===== src/rtl/cia_sp_peer_if.sv =====
// Host-side handshake bundle of the CIA serial-port peer: the transmit
// request channel and the receive result channel.
interface cia_sp_peer_if;
  logic [7:0] tx_data;
  logic       tx_valid;
  logic       tx_ready;
  logic [7:0] rx_data;
  logic       rx_valid;
  logic       rx_err;

  modport master (
    output tx_data, tx_valid,
    input  tx_ready, rx_data, rx_valid, rx_err
  );

  modport slave (
    input  tx_data, tx_valid,
    output tx_ready, rx_data, rx_valid, rx_err
  );
endinterface


===== src/rtl/cia_sp_peer.sv =====
// CIA serial-port peer. The transmit side plays the external device that
// drives the CIA's SP/CNT inputs: each byte goes out MSB first with CNT
// low for CNT_DIV phi2 ticks and then high for CNT_DIV phi2 ticks. The
// byte is followed by a gap during which the CIA moves its shift register
// into SDR. The receive side shifts in the CIA's SP output on CNT rising
// edges and drops a partial byte once CNT has been quiet for RX_TIMEOUT
// ticks. Transmit and receive are mutually exclusive: a new byte is sent
// only when no receive byte is in progress.
module cia_sp_peer #(
  parameter int CNT_DIV    = 4,
  parameter int RX_TIMEOUT = 1024
) (
  input  logic         clk,
  input  logic         reset,
  input  logic         phi2_p,
  cia_sp_peer_if.slave host,
  output logic         sp_out,
  output logic         cnt_out,
  input  logic         sp_in,
  input  logic         cnt_in,
  output logic         busy
);

  localparam int TW   = $clog2(2 * CNT_DIV + 1);
  localparam int TO_W = $clog2(RX_TIMEOUT + 1);

  localparam logic [TW-1:0]   HALF_LAST = TW'(CNT_DIV - 1);
  localparam logic [TW-1:0]   GAP_LAST  = TW'(2 * CNT_DIV - 1);
  localparam logic [TO_W-1:0] TO_LAST   = TO_W'(RX_TIMEOUT - 1);

  typedef enum logic [1:0] {
    IDLE = 2'd0,
    LOW  = 2'd1,
    HIGH = 2'd2,
    GAP  = 2'd3
  } tx_state_t;

  tx_state_t       state_q;
  logic [TW-1:0]   tick_q;
  logic [2:0]      bit_idx_q;
  logic [7:0]      tx_byte_q;
  logic            tx_ready_q;
  logic            cnt_out_q;
  logic            sp_out_q;

  logic            cnt_in_prev_q;
  logic [7:0]      rx_sr_q;
  logic [2:0]      rx_cnt_q;
  logic [TO_W-1:0] to_q;
  logic [7:0]      rx_data_q;
  logic            rx_valid_q;
  logic            rx_err_q;

  logic            accept;
  logic            rise;
  logic [2:0]      bit_idx_d;
  logic [7:0]      rx_shift_d;

  // A byte is taken only while idle and no receive byte is partially assembled.
  assign accept     = phi2_p && (state_q == IDLE) && host.tx_valid &&
                      tx_ready_q && (rx_cnt_q == 3'd0);
  // Receive edges are ignored while we are driving CNT ourselves.
  assign rise       = phi2_p && cnt_in && !cnt_in_prev_q && (state_q == IDLE);
  assign bit_idx_d  = bit_idx_q - 3'd1;
  assign rx_shift_d = {rx_sr_q[6:0], sp_in};

  // Transmit FSM: sequences LOW/HIGH half-periods per bit, then the SDR gap.
  always_ff @(posedge clk or posedge reset) begin
    if (reset) begin
      state_q    <= IDLE;
      tick_q     <= '0;
      bit_idx_q  <= 3'd0;
      tx_ready_q <= 1'b1;
      cnt_out_q  <= 1'b1;
      sp_out_q   <= 1'b1;
    end else if (phi2_p) begin
      case (state_q)
        IDLE: begin
          if (accept) begin
            state_q    <= LOW;
            tick_q     <= '0;
            bit_idx_q  <= 3'd7;
            tx_ready_q <= 1'b0;
            cnt_out_q  <= 1'b0;
            sp_out_q   <= host.tx_data[7];
          end
        end
        LOW: begin
          if (tick_q == HALF_LAST) begin
            state_q   <= HIGH;
            tick_q    <= '0;
            cnt_out_q <= 1'b1;
          end else begin
            tick_q <= tick_q + 1'b1;
          end
        end
        HIGH: begin
          if (tick_q == HALF_LAST) begin
            tick_q <= '0;
            if (bit_idx_q != 3'd0) begin
              state_q   <= LOW;
              bit_idx_q <= bit_idx_d;
              cnt_out_q <= 1'b0;
              sp_out_q  <= tx_byte_q[bit_idx_d];
            end else begin
              state_q  <= GAP;
              sp_out_q <= 1'b1;
            end
          end else begin
            tick_q <= tick_q + 1'b1;
          end
        end
        GAP: begin
          if (tick_q == GAP_LAST) begin
            state_q    <= IDLE;
            tick_q     <= '0;
            tx_ready_q <= 1'b1;
          end else begin
            tick_q <= tick_q + 1'b1;
          end
        end
        default: begin
          state_q    <= IDLE;
          tick_q     <= '0;
          tx_ready_q <= 1'b1;
          cnt_out_q  <= 1'b1;
          sp_out_q   <= 1'b1;
        end
      endcase
    end
  end

  // Transmit byte holder: captured once at acceptance, never re-sampled mid-byte.
  always_ff @(posedge clk) begin
    if (accept) begin
      tx_byte_q <= host.tx_data;
    end
  end

  // Receive shifter with edge detect, byte completion and quiet-line timeout.
  always_ff @(posedge clk or posedge reset) begin
    if (reset) begin
      cnt_in_prev_q <= 1'b1;
      rx_sr_q       <= 8'h00;
      rx_cnt_q      <= 3'd0;
      to_q          <= '0;
      rx_data_q     <= 8'h00;
      rx_valid_q    <= 1'b0;
      rx_err_q      <= 1'b0;
    end else begin
      rx_valid_q <= 1'b0;
      rx_err_q   <= 1'b0;
      if (phi2_p) begin
        cnt_in_prev_q <= cnt_in;
        if (rise) begin
          rx_sr_q  <= rx_shift_d;
          rx_cnt_q <= rx_cnt_q + 3'd1;
          to_q     <= '0;
          if (rx_cnt_q == 3'd7) begin
            rx_data_q  <= rx_shift_d;
            rx_valid_q <= 1'b1;
          end
        end else if (rx_cnt_q != 3'd0) begin
          if (to_q == TO_LAST) begin
            rx_cnt_q <= 3'd0;
            rx_sr_q  <= 8'h00;
            to_q     <= '0;
            rx_err_q <= 1'b1;
          end else begin
            to_q <= to_q + 1'b1;
          end
        end
      end
    end
  end

  assign host.tx_ready = tx_ready_q;
  assign host.rx_data  = rx_data_q;
  assign host.rx_valid = rx_valid_q;
  assign host.rx_err   = rx_err_q;
  assign sp_out        = sp_out_q;
  assign cnt_out       = cnt_out_q;
  assign busy          = (state_q != IDLE) || (rx_cnt_q != 3'd0);

endmodule


===== src/flat_wrapper.sv =====
// flat-port wrapper written by rule: the top's interface ports become plain ports
module cia_sp_peer_flat 
#(
  parameter int CNT_DIV    = 4,
  parameter int RX_TIMEOUT = 1024
)
  (clk, reset, phi2_p, sp_out, cnt_out, sp_in, cnt_in, busy, host_tx_data, host_tx_valid, host_tx_ready, host_rx_data, host_rx_valid, host_rx_err);
  cia_sp_peer_if host_i ();
  input  logic clk;
  input  logic reset;
  input  logic phi2_p;
  output logic sp_out;
  output logic cnt_out;
  input  logic sp_in;
  input  logic cnt_in;
  output logic busy;
  input wire logic [$bits(host_i.tx_data)-1:0] host_tx_data;
  input wire logic [$bits(host_i.tx_valid)-1:0] host_tx_valid;
  output wire logic [$bits(host_i.tx_ready)-1:0] host_tx_ready;
  output wire logic [$bits(host_i.rx_data)-1:0] host_rx_data;
  output wire logic [$bits(host_i.rx_valid)-1:0] host_rx_valid;
  output wire logic [$bits(host_i.rx_err)-1:0] host_rx_err;
  assign host_i.tx_data = host_tx_data;
  assign host_i.tx_valid = host_tx_valid;
  assign host_tx_ready = host_i.tx_ready;
  assign host_rx_data = host_i.rx_data;
  assign host_rx_valid = host_i.rx_valid;
  assign host_rx_err = host_i.rx_err;
  cia_sp_peer #(.CNT_DIV(CNT_DIV), .RX_TIMEOUT(RX_TIMEOUT)) u_core (.clk(clk), .reset(reset), .phi2_p(phi2_p), .host(host_i), .sp_out(sp_out), .cnt_out(cnt_out), .sp_in(sp_in), .cnt_in(cnt_in), .busy(busy));
endmodule

===== config.mk =====
export PLATFORM = sky130hd
export DESIGN_NAME = cia_sp_peer_flat
export DESIGN_NICKNAME = d
export VERILOG_FILES = /design/src/rtl/cia_sp_peer_if.sv /design/src/rtl/cia_sp_peer.sv /design/src/flat_wrapper.sv
export SDC_FILE = /design/constraint.sdc
export NUM_CORES = 1
export LEC_CHECK = 0
export BUFFER_PORTS_ARGS = -buffer_cell sky130_fd_sc_hd__buf_2
export CORE_MARGIN = 3
export CORE_UTILIZATION = 52
export DETAILED_ROUTE_END_ITERATION = 6
export PLACE_DENSITY = 0.76
export SLEW_MARGIN = 30
export SYNTH_ARGS = -nofsm -noshare
export SYNTH_HDL_FRONTEND = slang
export SYNTH_SLANG_ARGS = --single-unit

===== constraint.sdc =====
create_clock -name clk -period 1.98 [get_ports clk]
set_clock_uncertainty 0.15 [all_clocks]
set_input_delay 0.198 -clock clk [delete_from_list [all_inputs] [get_ports clk]]
set_output_delay 0.198 -clock clk [all_outputs]
set_load 0.1 [all_outputs]

; ---- Word-level counts from Yosys, hierarchy flattened
; Cells that the tools add are included.
[classes]
n_eq_ne = 12
reduce_logical = 29
n_mux = 43
n_addsub = 4
magnitude_cmp = 1
[op_table]
columns = operator, count
row1 = $mux W11, 3
row2 = $mux W7, 3
row3 = $mux W3, 6
row4 = $mux W1, 16
row5 = $mux W4, 3
row6 = $pmux W4 S3, 1
row7 = $add A11 B1 Y11 const B, 1
row8 = $eq A11 B10 Y1 const B, 1
row9 = $mux W2, 5
row10 = $ne A2 B1 Y1 const B, 5
row11 = $reduce_and A5 Y1, 2
row12 = $reduce_bool A2 Y1, 5
row13 = $reduce_bool A3 Y1, 3
row14 = $pmux W2 S4, 1
row15 = $reduce_and A4 Y1, 2
row16 = $logic_and A1 B1 Y1, 7
row17 = $pmux W3 S2, 1
row18 = $reduce_and A3 Y1, 2
row19 = $reduce_and A6 Y1, 1
row20 = $add A4 B1 Y4 const B, 1
row21 = $eq A2 B2 Y1 const B, 2
row22 = $eq A4 B2 Y1 const B, 1
row23 = $eq A4 B3 Y1 const B, 1
row24 = $lt A3 B4 Y1 const B, 1
row25 = 13 further kinds, 15
[totals]
inputBits = 14
ff_bits = 52
wordCells = 103

; ---- Logic depth before layout (Yosys ltp)
; Gate-level depths: netlist (run 1).
[depth]
ltp_word = 7
mapped_depth = 7
ltp_nobuf = 6

; ---- Least setup slack after synthesis (run 1)
; No wires, ideal clock.
[synth_timing]
path_type = reg2reg
startpoint = reg u_core.tx_ready_q, in the netlist u_core.host.tx_ready
endpoint = reg u_core.tx_byte_q[0] (enable)
arrival_ns = 1.506
setup_ns = 0.370
required_ns = 1.460
setup_slack_ns = -0.047
n_path_buf = 0
path_stages_with_launch = 3
synth_period_minus_slack_ns = 2.027
path_cell_list = dfstp_2 -> nand4b_1 -> nor2_1
[synth_via]
elab_chain_len = 2
[synth_lines]
columns = item, line_no
row1 = start: declaration, cia_sp_peer.sv:42  ; logic tx_ready_q;
row2 = start signal: assignment, cia_sp_peer.sv:73  ; tx_ready_q <= 1'b1;
row3 = start signal: assignment, cia_sp_peer.sv:83  ; tx_ready_q <= 1'b0;
row4 = start signal: assignment, cia_sp_peer.sv:117  ; tx_ready_q <= 1'b1;
row5 = $logic_and A1 B1 Y1, cia_sp_peer.sv:60  ; assign accept = phi2_p && (state_q == IDLE) && host.tx_valid &&
row6 = $logic_and A1 B1 Y1, cia_sp_peer.sv:61  ; tx_ready_q && (rx_cnt_q == 3'd0);
row7 = net u_core.accept, cia_sp_peer.sv:54  ; logic accept;
row8 = end signal: assignment, cia_sp_peer.sv:136  ; tx_byte_q <= host.tx_data;
row9 = end: declaration, cia_sp_peer.sv:41  ; logic [7:0] tx_byte_q;
; The timed path passes the listed nets, and every way through them passes these cells.
; A chain may end at the register's enable or synchronous reset.

; ---- Worst setup path after layout (run 1)
[layout_timing]
startpoint = reg u_core.state_q[0]
endpoint = out busy
[layout_via]
elab_chain_len = 2
[layout_lines]
columns = item, line_no
row1 = start: declaration, cia_sp_peer.sv:38  ; tx_state_t state_q;
row2 = start signal: assignment, cia_sp_peer.sv:70  ; state_q <= IDLE;
row3 = start signal: assignment, cia_sp_peer.sv:80  ; state_q <= LOW;
row4 = start signal: assignment, cia_sp_peer.sv:90  ; state_q <= HIGH;
row5 = $reduce_bool A2 Y1, cia_sp_peer.sv:183  ; assign busy = (state_q != IDLE) || (rx_cnt_q != 3'd0);
row6 = $logic_or A1 B1 Y1, cia_sp_peer.sv:183
row7 = end: declaration, flat_wrapper.sv:16  ; output logic busy;
; No other way between the ends.

==> flow_metrics.tcl, run 1 <==
set metrics [dict create \
    status "complete, no violations" \
    grt_pass1_vias 1954 \
    area_delta_synth_final_pct 23.92 \
    power_frac_comb 0.445 \
    fin_nets 308 \
    p_switching_mw 1.623 \
    dp_hpwl_um 3635 \
    post_drt_wl_per_cell_um 15.20 \
    cts_buffers 5 \
    slew_violations 0 \
    port-buffer-count 27 \
    finalWirelength_um 5319 \
    post-place-ws_ns 0.03513 \
    worst_slack_ns 0.06348 \
    synth_mux_area_frac 0.06634 \
    dr.pass1.iters 4 \
    yosys-top-cells-area "dfrtp_1 39%, edfxtp_1 9.3%, ha_1 5.8%" \
    initial_core_util 0.5434 \
    synth_area_leader_cell "dfrtp_1" \
    die_x_um 76.49 \
    min_period_ns 1.917 \
    grt_pass1_wl_um 8990 \
    cts_buffer_depth 2 \
    finalSetupViolations 0 \
    drt_iter0_drc 85 \
    clkLatencyLatePin_ns 0.30 \
    n_antenna_cell 0 \
    syn-cell-area_um2 2584 \
    vias_per_cell 5.571 \
    synth_top_area_share 0.3874 \
    yosys.area_share.simple 0.1506 \
    syn_nets 249 \
    cp_data_required_time_ns 1.63 \
    yosysUniqueCellTypes 57 \
    critical_path_class "reg2out" \
    place_congestion 0.8602 \
    holdWs_ns 0.03717 \
    cts.sinks 52 \
    path_max_fanout 9 \
    layout-drive-gt1-share 0.3216 \
    ys_ff_latch 52 \
    die_h_um 76.49 \
    synth-compound-area-share 0.1622 \
    maxCapViolCount 0 \
    intPower_mw 2.285 \
    async_flop_share 0.8462 \
    rsz0062_at_grt "yes" \
    drc 0 \
    timing.final.crit_share 0.9679 \
    pwr_density_cell_nw_per_um2 1221 \
    grt_usage 0.1919 \
    io-pin-count 28 \
    placed_area_um2 2902 \
    p_leak_nw 1.485 \
    worstPathArrival_ns 1.57 \
    row_count 25 \
    hold_path.class "in2reg" \
    cts_root_buf "clkbuf_8" \
    fin_area_um2 3202 \
    relSlewSlack 0.5380 \
    grt_max_degree 21 \
    seq_area_frac_synth 0.5211 \
    synthCells 223 \
    hold_viol_final 0 \
    synth_xor_area_frac 0.01356 \
    worst_slew_pin_slew_ns 0.6888 \
    avgSynthCellArea_um2 11.59 \
    synth_top_family_by_area "compound AO/OA/AOI/OAI gates" \
    gr-total-overflow 0 \
    worst_setup_path_end_kind "output port" \
    yosys_most_used_dff "dfrtp_1" \
    die-area_um2 5851 \
    synth_edf_count 8 \
    clockPowerShare 0.159 \
    startpoint_type "flip-flop" \
    fmax_mhz 521.8 \
    vias 1950 \
    post-route-util 0.6734 \
    seqPwrFrac 0.396 \
    switching_share 0.4153 \
    clkTransAtPathRegs_ns 0.10 \
    irDropWorstVdd_mv 0.9261 \
    ant_nets 0 \
    cts_max_level 2 \
    core-area_um2 4755 \
    synthAdderAreaFrac 0.05811 \
    cts_tree "built" \
    ys.warnings.count 0 \
    p_total_mw 3.909 \
    antenna_found_initial 0 \
]
-- cells in the final DEF, fill, tap and decap left out, types with 9 or more instances in the layout --
cell / Yosys / layout
nand2_1: 22 / 21
dlygate4sd3_1: 0 / 10
nor2_1: 12 / 11
ha_1: 12 / 9
inv_1: 14 / 10
buf_4: 1 / 19
buf_2: 1 / 26
dfrtp_1: 40 / 38
a21oi_1: 11 / 10
mux2_2: 10 / 10
-- synth_stat cells (3+ instances only) --
| library cell | instances |
|---|---|
| a22o_1 | 8 |
| o21ai_0 | 8 |
| xor2_1 | 3 |
| nand2_1 | 22 |
| dfstp_2 | 4 |
| inv_1 | 14 |
| nand3_1 | 3 |
| nor2_1 | 12 |
| or4_1 | 3 |
| mux2_2 | 10 |
| dfrtp_1 | 40 |
| edfxtp_1 | 8 |
| o211ai_1 | 3 |
| a21oi_1 | 11 |
| or3_1 | 3 |
| ha_1 | 12 |
| o31ai_1 | 7 |
| o2111ai_1 | 3 |
-- flip-flops by register name (all words and copies together) (netlist names), 2 cells and up --
signal and flops:
u_core.to_q 11, u_core.bit_idx_q 3, u_core.host.rx_data 8, u_core.state_q 2
u_core.rx_sr_q 7, u_core.tx_byte_q 8, u_core.rx_cnt_q 3, u_core.tick_q 4
-- power groups by stage --
stage          logic, mW  clock network (mW)  registers (mW)
2_1_floorplan      0.901                   0            1.82
3_3_place_gp        1.54                   0            1.53
3_5_place_dp        1.58                   0            1.55
4_1_cts             1.63               0.638            1.53
5_1_grt             1.91               0.675            1.58
6_report            1.74               0.623            1.55
-- metal layers --
metal	global-route usage	wire length, um	vias to the layer above
met3	0.04610	204	5
met4	0.05435	57	0
met2	0.3190	2720	39
li1	-	-	945
met1	0.2508	2337	961
met5	0	0	-
-- worst max-delay path, cell delays in order (launching register included) --
cell,delay [ns]
dfrtp_1,0.43
inv_2,0.13
ha_1,0.21
buf_4,0.18
nand2_1,0.12
buf_8,0.20
-- layout make-up --
type	count	area [um2]
inverters	14	52.55
fillers	370	1553
multi-input cells	153	1231
well taps	67	83.83
clock buffers	7	86.33
flip-flops and latches	52	1353
repair buffers	56	387.9
clock inverters	1	7.507
-- through the flow --
stage,std cells,TNS [ns]
CTS,347,0
finish,350,0
global placement,328,0
global route,350,-0.07036
floorplan,223,0
detailed placement,328,0
-- kinds of logic after synthesis --
group	Yosys count
and+or+nand+nor	68
AOI/OAI and AO/OA	56
DFF	52
buffers and inverters	18
muxes	13
adders and majority gates	12
xor gates and xnor gates	4
-- what timing repair did --
action | 4_1_cts | 5_1_grt
buffers inserted | 1 | 3
pin swaps | 1 | 5
endpoints found under the setup margin | 2 | 36
hold buffers | 10 | 0
gates resized for setup | 2 | 17
endpoints found under the hold margin | 25 | 0
-- path summary, 6_finish.rpt --
| check | start | endpoint | slack (ns) | cells after the start |
|---|---|---|---|---|
| max | u_core.state_q[0]$_DFFE_PP0P_ | busy | 0.06 | 5 |
| min | cnt_in | u_core.cnt_in_prev_q$_DFFE_PP1P_ | 0.04 | 2 |
| max reg2reg | u_core.state_q[0]$_DFFE_PP0P_ | u_core.to_q[9]$_DFFE_PP0P_ | 0.07 | 7 |
| min reg2reg | u_core.host.rx_data[0]$_DFFE_PP0P_ | u_core.host.rx_data[0]$_DFFE_PP0P_ | 0.36 | 1 |
| max in group asynchronous | reset | u_core.cnt_in_prev_q$_DFFE_PP1P_ | 0.75 | 4 |
| min in group asynchronous | reset | u_core.bit_idx_q[1]$_DFFE_PP0P_ | 0.31 | 3 |
Note: power is estimated with default switching activity, not from simulation.
==> run 2, diff against run 1 <==
CELL_PAD_IN_SITES_DETAIL_PLACEMENT = 1   (was default)
CELL_PAD_IN_SITES_GLOBAL_PLACEMENT = 1   (was default)
CORE_UTILIZATION = 42   (was 52)
SLEW_MARGIN = default   (was 30)
==> run 2 against run 1 <==
  * Clock power grew 15%
  * Count of clock-buffer cells in the layout shrank 1
  * Die area grew 22%
  * The flow now finishes with violations (setup timing)
  * Fmax shrank 5.4%
  * First-iteration DRC count grew 52%
  * Largest cell class unchanged
  * Power grew 8.3%
  * Via count grew 4.0%
==> flow_metrics.tcl, run 2 (synthesized netlist as in run 1, its figures left out) <==
set metrics [dict create \
    wl_met1_um 2937 \
    crit_chain "inv_2 > ha_4 > mux4_2 > nor4b_4 > o41ai_2 > mux2_4" \
    vias_per_cell 5.633 \
    final_common_cell "dfrtp_1" \
    p_leak_nw 1.542 \
    die-area_um2 7128 \
    cp-startpoint "u_core.bit_idx_q[0]$_DFFE_PP0P_" \
    grt_usage 0.2010 \
    relSlewSlack 0.6143 \
    place_congestion 0.8480 \
    intPower_mw 2.459 \
    worst_slew_pin_slew_ns 0.5785 \
    maxCapViolCount 0 \
    fmax_mhz 493.6 \
    grt_pass1_wl_um 11370 \
    die_x_um 84.43 \
    clkLatencyLatePin_ns 0.31 \
    port-buffer-count 27 \
    path_max_fanout 3 \
    finalWirelength_um 6827 \
    cts_tree "built" \
    row_count 27 \
    antenna_found_initial 0 \
    finalSetupViolations 1 \
    hold_viol_final 0 \
    startpoint_type "flip-flop" \
    io-pin-count 28 \
    rr_worst_depth 6 \
    slew_violations 0 \
    fin_nets 313 \
    cp_slowest_cell "dfrtp_1" \
    pwr_density_cell_nw_per_um2 1275 \
    cts_buffers 5 \
    ant_nets 0 \
    critPathTopFamily "multiplexers" \
    die_h_um 84.43 \
    cts.sinks 52 \
    min_period_ns 2.026 \
    endpoint "u_core.sp_out$_DFFE_PP1P_" \
    fin_area_um2 3322 \
    rsz0062_at_grt "yes" \
    seqPwrFrac 0.364 \
    crit_buf_inv 1 \
    cts_max_level 2 \
    topRoutingLayerUsed "met4" \
    drc 0 \
    reg2reg_to "u_core.sp_out$_DFFE_PP1P_" \
    area_delta_synth_final_pct 28.57 \
    clkTransAtPathRegs_ns 0.10 \
    worstPathArrival_ns 2.12 \
    largest_register_ffs 11 \
    critical_path_class "reg2reg" \
    top_register "u_core.to_q" \
    grt_max_degree 45 \
    worst_setup_path_end_kind "flip-flop" \
    irDropWorstVdd_mv 0.6554 \
    post-place-ws_ns -0.01445 \
    gr-total-overflow 0 \
    rrSetupSlack_ns -0.05 \
    rr_startpoint "u_core.bit_idx_q[0]$_DFFE_PP0P_" \
    violations "setup timing" \
    drt_iter0_drc 129 \
    initial_core_util 0.4499 \
    mostFrequentLayoutCells "40 x dfrtp_1, 26 x buf_2, 23 x buf_4, 22 x nand2_1, 11 x nor2_1" \
    timing.final.crit_share 1.023 \
    fill_cells 611 \
    p_switching_mw 1.776 \
    dr_wl_met2_um 3557 \
    n_antenna_cell 0 \
    cts_root_buf "clkbuf_8" \
    placed_area_um2 2923 \
    cpPeakStageDelay_ns 0.41 \
    dp_hpwl_um 4540 \
    power_frac_comb 0.468 \
    cp_num_cells 6 \
    post_drt_wl_per_cell_um 18.96 \
    dr.pass1.iters 4 \
    clockPowerShare 0.169 \
    dp.cells 333 \
    cp_data_required_time_ns 2.07 \
    core-area_um2 5743 \
    status "finished with violations" \
    wl_met3_um 228 \
    vias 2028 \
    grt_pass1_vias 2212 \
    finalNonFillerCells 360 \
    switching_share 0.4195 \
    hold_path.class "in2reg" \
    layout-drive-gt1-share 0.3507 \
    cts_buffer_depth 2 \
    worst_slack_ns -0.04593 \
]
[run 2: cell count changes in the layout (fill, tap and decap cells not counted), sizes merged]
cell,before,now
buf,46,51
clkbuf,7,6
clkinv,1,2
clkinvlp,1,0
inv,13,14
[run 2: how the worst min path moves through the flow]
stage / endpoint / slack, ns / start / cells past startpoint
after floorplan: u_core.tx_byte_q[0]$_DFFE_PP_ / 0.15 / host_tx_data[0] / 0
after global placement: u_core.host.rx_valid$_DFF_PP0_ / 0.22 / reset / 3
after detailed placement: u_core.bit_idx_q[0]$_DFFE_PP0P_ / 0.22 / reset / 3
after CTS: u_core.cnt_in_prev_q$_DFFE_PP1P_ / 0.02 / cnt_in / 2
after global routing: u_core.cnt_in_prev_q$_DFFE_PP1P_ / 0.04 / cnt_in / 2
final: u_core.cnt_in_prev_q$_DFFE_PP1P_ / 0.03 / cnt_in / 2
[run 2: power by group through the flow]
stage	Sequential (mW)	Combinational, mW	Clock [mW]
floorplan	1.82	0.901	0
global placement	1.53	1.61	0
detailed placement	1.55	1.67	0
CTS	1.53	1.75	0.728
global route	1.58	2.17	0.788
finish	1.54	1.98	0.714
[run 2: metal layers]
metal | GRT usage | vias to the layer above
met5 | 0 | -
met1 | 0.2500 | 1012
li1 | - | 956
met3 | 0.04122 | 14
met4 | 0.05899 | 0
met2 | 0.3529 | 46
[run 2: cell type report]
| cell class | count | area [um2] | share of cell area |
|---|---|---|---|
| Tap cell | 72 | 90.09 | 0.02712 |
| Multi-Input combinational cell | 153 | 1285 | 0.3868 |
| Sequential cell | 52 | 1350 | 0.4064 |
| Clock inverter | 2 | 16.27 | 0.004896 |
| Timing Repair Buffer | 61 | 434.2 | 0.1307 |
| Clock buffer | 6 | 93.84 | 0.02825 |
| Inverter | 14 | 52.55 | 0.01582 |
[run 2: through the flow]
step           power (mW)  TNS [ns]  hold WS [ns]    util
2_1_floorplan       2.720         0        0.1469       -
3_3_place_gp        3.143         0        0.2170  0.5089
3_5_place_dp        3.219  -0.01838        0.2228  0.5089
4_1_cts             4.007         0       0.02309  0.5503
5_1_grt             4.537   -0.4787       0.03596  0.5784
6_report            4.235  -0.04593       0.02997  0.5784
[run 2: what timing repair did]
| action | in CTS | in global routing |
|---|---|---|
| pin swaps | 0 | 11 |
| endpoints found under the setup margin | 7 | 24 |
| setup buffers | 1 | 8 |
| gates resized for setup | 6 | 21 |
| hold buffers | 10 | 0 |
| hold endpoints to repair | 49 | 0 |
[run 2: worst register-to-register path, stage by stage (launching register included)]
cell and delay (ns):
dfrtp_1 0.41, inv_2 0.08, ha_4 0.29, mux4_2 0.35
nor4b_4 0.32, o41ai_2 0.10, mux2_4 0.26
